<file path="config.mk">
export PLATFORM = sky130hd
export DESIGN_NAME = stall_pipe_array
export DESIGN_NICKNAME = d
export VERILOG_FILES = /design/src/rtl/stall_pipe_array.sv
export SDC_FILE = /design/constraint.sdc
export NUM_CORES = 1
export LEC_CHECK = 0
export ABC_CLOCK_PERIOD_IN_PS = 13300
export BUFFER_PORTS_ARGS = -buffer_cell sky130_fd_sc_hd__buf_4
export CORE_MARGIN = 10
export CORE_UTILIZATION = 60
export CTS_BUF_LIST = sky130_fd_sc_hd__clkbuf_8
export CTS_CLUSTER_DIAMETER = 120
export DETAILED_ROUTE_END_ITERATION = 8
export PLACE_DENSITY = 0.91
export SYNTH_ARGS = -nofsm -noshare
export SYNTH_HDL_FRONTEND = slang
export SYNTH_SLANG_ARGS = --single-unit
</file>
<file path="constraint.sdc">
create_clock -name clk -period 13.3 [get_ports clk]
set_clock_uncertainty 0.2 [all_clocks]
set_input_delay 2.66 -clock clk [delete_from_list [all_inputs] [get_ports clk]]
set_output_delay 2.66 -clock clk [all_outputs]
set_load 0.05 [all_outputs]
</file>
<file path="src/rtl/stall_pipe_array.sv">
// NUM_CH independent lanes, each a DEPTH-stage +1-per-stage pipeline, sharing one global stall.
// Optional macro STALL_COUNTER_EN builds a saturating stall-cycle counter on stall_count.
module stall_pipe_array #(
    parameter int NUM_CH = 2,
    parameter int DATA_W = 32,
    parameter int DEPTH  = 4
) (
    input  logic                     clk,
    input  logic                     reset,
    input  logic                     flush,
    input  logic [NUM_CH-1:0]        in_valid,
    input  logic [NUM_CH*DATA_W-1:0] in_data,
    output logic                     in_ready,
    output logic [NUM_CH-1:0]        out_valid,
    output logic [NUM_CH*DATA_W-1:0] out_data,
    input  logic [NUM_CH-1:0]        out_ready,
    output logic                     stall,
    output logic [31:0]              stall_count
);

    // Handshake: a beat enters lane i on a posedge with in_valid[i] & in_ready, and leaves
    // lane i on a posedge with out_valid[i] & out_ready[i]; any blocked output freezes all lanes.
    logic [DEPTH-1:0]  vld [NUM_CH];
    logic [DATA_W-1:0] dat [NUM_CH][DEPTH];
    logic              advance;

    for (genvar g = 0; g < NUM_CH; g++) begin : g_lane_out
        assign out_valid[g]                   = vld[g][DEPTH-1];
        assign out_data[g*DATA_W +: DATA_W]   = dat[g][DEPTH-1];
    end

    assign stall    = |(out_valid & ~out_ready);
    assign in_ready = ~stall & ~flush;
    assign advance  = in_ready;

    // Stage 0 already holds in_data + 1 so the last stage delivers in_data + DEPTH.
    always_ff @(posedge clk) begin
        if (reset) begin
            for (int i = 0; i < NUM_CH; i++) begin
                vld[i] <= '0;
                for (int k = 0; k < DEPTH; k++) begin
                    dat[i][k] <= '0;
                end
            end
        end else if (flush) begin
            for (int i = 0; i < NUM_CH; i++) begin
                vld[i] <= '0;
            end
        end else if (advance) begin
            for (int i = 0; i < NUM_CH; i++) begin
                vld[i][0] <= in_valid[i];
                dat[i][0] <= in_data[i*DATA_W +: DATA_W] + DATA_W'(1);
                for (int k = 1; k < DEPTH; k++) begin
                    vld[i][k] <= vld[i][k-1];
                    dat[i][k] <= dat[i][k-1] + DATA_W'(1);
                end
            end
        end
    end

`ifdef STALL_COUNTER_EN
    logic [31:0] stall_cnt;

    always_ff @(posedge clk) begin
        if (reset) begin
            stall_cnt <= 32'd0;
        end else if (stall && stall_cnt != 32'hFFFF_FFFF) begin
            stall_cnt <= stall_cnt + 32'd1;
        end
    end

    assign stall_count = stall_cnt;
`else
    assign stall_count = 32'd0;
`endif

endmodule

</file>
==> metrics.txt <==
complex-gate fraction of the synthesized area=9.24%; met1 wire length=14.4 mm; clk_lat worst skew=530 ps; post-synth top area cell=edfxtp_1; vias in the first global route=10600; RSZ-0062 raised after global routing=false; Max Slew Vio Count=0; Max Cap Viol=0; clock sink total=264; Resized Gates After CTS=0; hpwl dp=22.2 mm; CTS Buf Count=43; slew of the pin with the lowest slew margin=1140 ps; CP Data Required Time=10440 ps; die area=32400 sq um; Post-Synth XOR/XNOR Area=5.53%; Synth warnings=0; Syn Std Cell Area=15400 sq um; top cells by instance count after synthesis=edfxtp_1 (264), nor2_1 (121), a21oi_1 (110), nand2_1 (110), buf_4 (98); crit path DAT=3350 ps; TritonCTS clock tree=built; CTS clk-pin slew, worst paths=60 ps; GRT Total Usage=18.4%; CP max stage cell=o22ai_1; CTS root buffer=clkbuf_8; postcts setup bufs=0; critical path fanouts, max=4; TNS Setup=0 ps; Hold WC Path Type=flop to flop; Pwr Density=114 nW/um^2; period utilization=46.7%; drt via density=6.08; Routability Congestion=0.862; most frequent cell after synthesis=edfxtp_1; outcome=finished, final reports clean; fraction of layout cells with a size suffix above 1=13.3%; Rows=58; first-pass GRT wire length=51.8 mm; CP endpoint kind=output pin; top_reg_cell synth=edfxtp_1; number of hold buffers added after cts=0; initial antenna violation count=0; Met2 Wirelength=14.4 mm; mux contribution to synthesized area=1.76%; met3 WL post-DR=2.37 mm; leak pwr=5.67 nW; DR iter-0 viols=1093; CP Launch Type=input port; CP max stage delay=270 ps; H-tree depth=2; Finish-stage setup viols=0; max layer used=met4; DRT antenna net count=0; post-layout util=66.5%; drt drc=0; chip width=180 um; Most common cell on crit path=buf_4; sequential fraction of the synthesis area=51.6%; Synth Area in Adders=0.652%; Slew HR=24.2%; WL final=31.7 mm; Gate Count Post-Synth=1493; Tmin final=6210 ps; Initial Util=61.0%; main combinational cell family by area after synthesis=simple AND/OR/NAND/NOR gates; Buffers on Ports=138; unique cell type count in the Yosys netlist=45; Synth top area share=51.6%; max frequency=161 MHz; # fillers=1861; WL per Instance=16.7 um; Final #Nets=1620; peak supply drop=0.0721 mV; Layout Area Growth over Synthesis=8.99%; remaining global-route overflow=0; Pre-Repair DR Iteration Count=5; Longest Clk Path Bufs=3; Mapped Avg Cell Area=10.3 sq um; Die H=180 um; total chip power=1.91 mW; Post-synth ARST share=0%; ANT cells=0; final hold vios=0; simple-gate share of the synthesized area=23.7%; top cells by area, synth=edfxtp_1 (52%), buf_4 (4.8%), or4_1 (4.3%); crit-path cells=buf_4, o22ai_1, nor2_1, buf_4; Crit Path Class=input port to output pin; FF+latch count, synth=264; Vias=11500; pin count of the biggest net entering global routing=110; core footprint=25200 sq um; Post-synth EDFFs=264; Ports=171
==> layer usage <==
metal,track usage [%],up-vias
met4,5.61,0
li1,-,5647
met1,25.6,5336
met3,4.18,47
met5,0,-
met2,28.1,514
==> registers in the layout, summed over array words and instances (netlist names) <==
name  count
dat     256
vld       8
==> metrics by stage <==
step / cell area (sq um) / setup slack (ps) / hold WS, ps / instances
2_1_floorplan: 15500 / 5510 / 297 / 1524
3_3_place_gp: 15900 / 7130 / 308 / 1826
3_5_place_dp: 15900 / 7110 / 315 / 1826
4_1_cts: 16700 / 7110 / 339 / 1900
5_1_grt: 16700 / 7030 / 356 / 1900
6_report: 16700 / 7090 / 334 / 1900
==> critical path, delay by kind of cell <==
family | cells | cell delay [ps]
compound gates | 1 | 270
buf+inv | 2 | 310
simple gates | 1 | 100
==> cell usage in the layout, fill, tap and decap left out, drive strengths merged, types with 2 or more instances in the layout <==
master / Yosys / layout
a21oi: 110 / 110
bufinv: 0 / 3
edfxtp: 264 / 264
nand4: 77 / 77
nor3: 24 / 24
or4b: 2 / 2
conb: 1 / 32
clkinv: 0 / 11
clkbuf: 62 / 43
mux2i: 27 / 27
and3: 13 / 13
nor2: 121 / 121
o311ai: 3 / 3
ha: 8 / 8
xnor2: 47 / 47
o31ai: 76 / 76
xor2: 50 / 50
o31a: 3 / 3
nand3: 78 / 78
nor4: 22 / 22
inv: 33 / 49
or3: 35 / 35
o41ai: 4 / 4
o21ai: 32 / 32
and2: 25 / 25
and4: 32 / 32
buf: 109 / 143
o21a: 3 / 3
or4: 88 / 88
nand2: 111 / 111
nand2b: 26 / 26
==> cells by family after synthesis <==
group,after synthesis
xor gates and xnor gates,97
AOI/OAI and AO/OA,234
buffers and inverters,204
DFF,264
other,1
adders and majority gates,8
and+or+nand+nor,658
muxes,27
==> report_power, final <==
part | leakage, nW | switching [mW] | total (mW) | internal (mW)
combinational | 2.27 | 0.146 | 0.213 | 0.0664
sequential | 2.93 | 0.0507 | 1.03 | 0.978
clock | 0.473 | 0.305 | 0.664 | 0.359
==> area by class of cell <==
class                           instances  area (sq um)  area share, %
Clock buffer                           43           592           3.53
Clock inverter                         31           209           1.25
Inverter                               33           124          0.740
Multi-Input combinational cell       1056          6400           38.3
Timing Repair Buffer                  143          1070           6.41
Tap cell                              330           413           2.47
Sequential cell                       264          7930           47.3
==> final timing paths <==
path,startpoint,endpoint,slack [ps],cells past startpoint
min,vld[1][1]$_SDFFCE_PN0P_,vld[1][2]$_SDFFCE_PN0P_,330,1
max reg2reg,vld[1][3]$_SDFFCE_PN0P_,dat[1][39]$_SDFFCE_PN0P_,9850,6
max,out_ready[0],in_ready,7090,4
min reg2reg,vld[1][1]$_SDFFCE_PN0P_,vld[1][2]$_SDFFCE_PN0P_,330,1
Note: power is estimated with default switching activity, not from simulation.
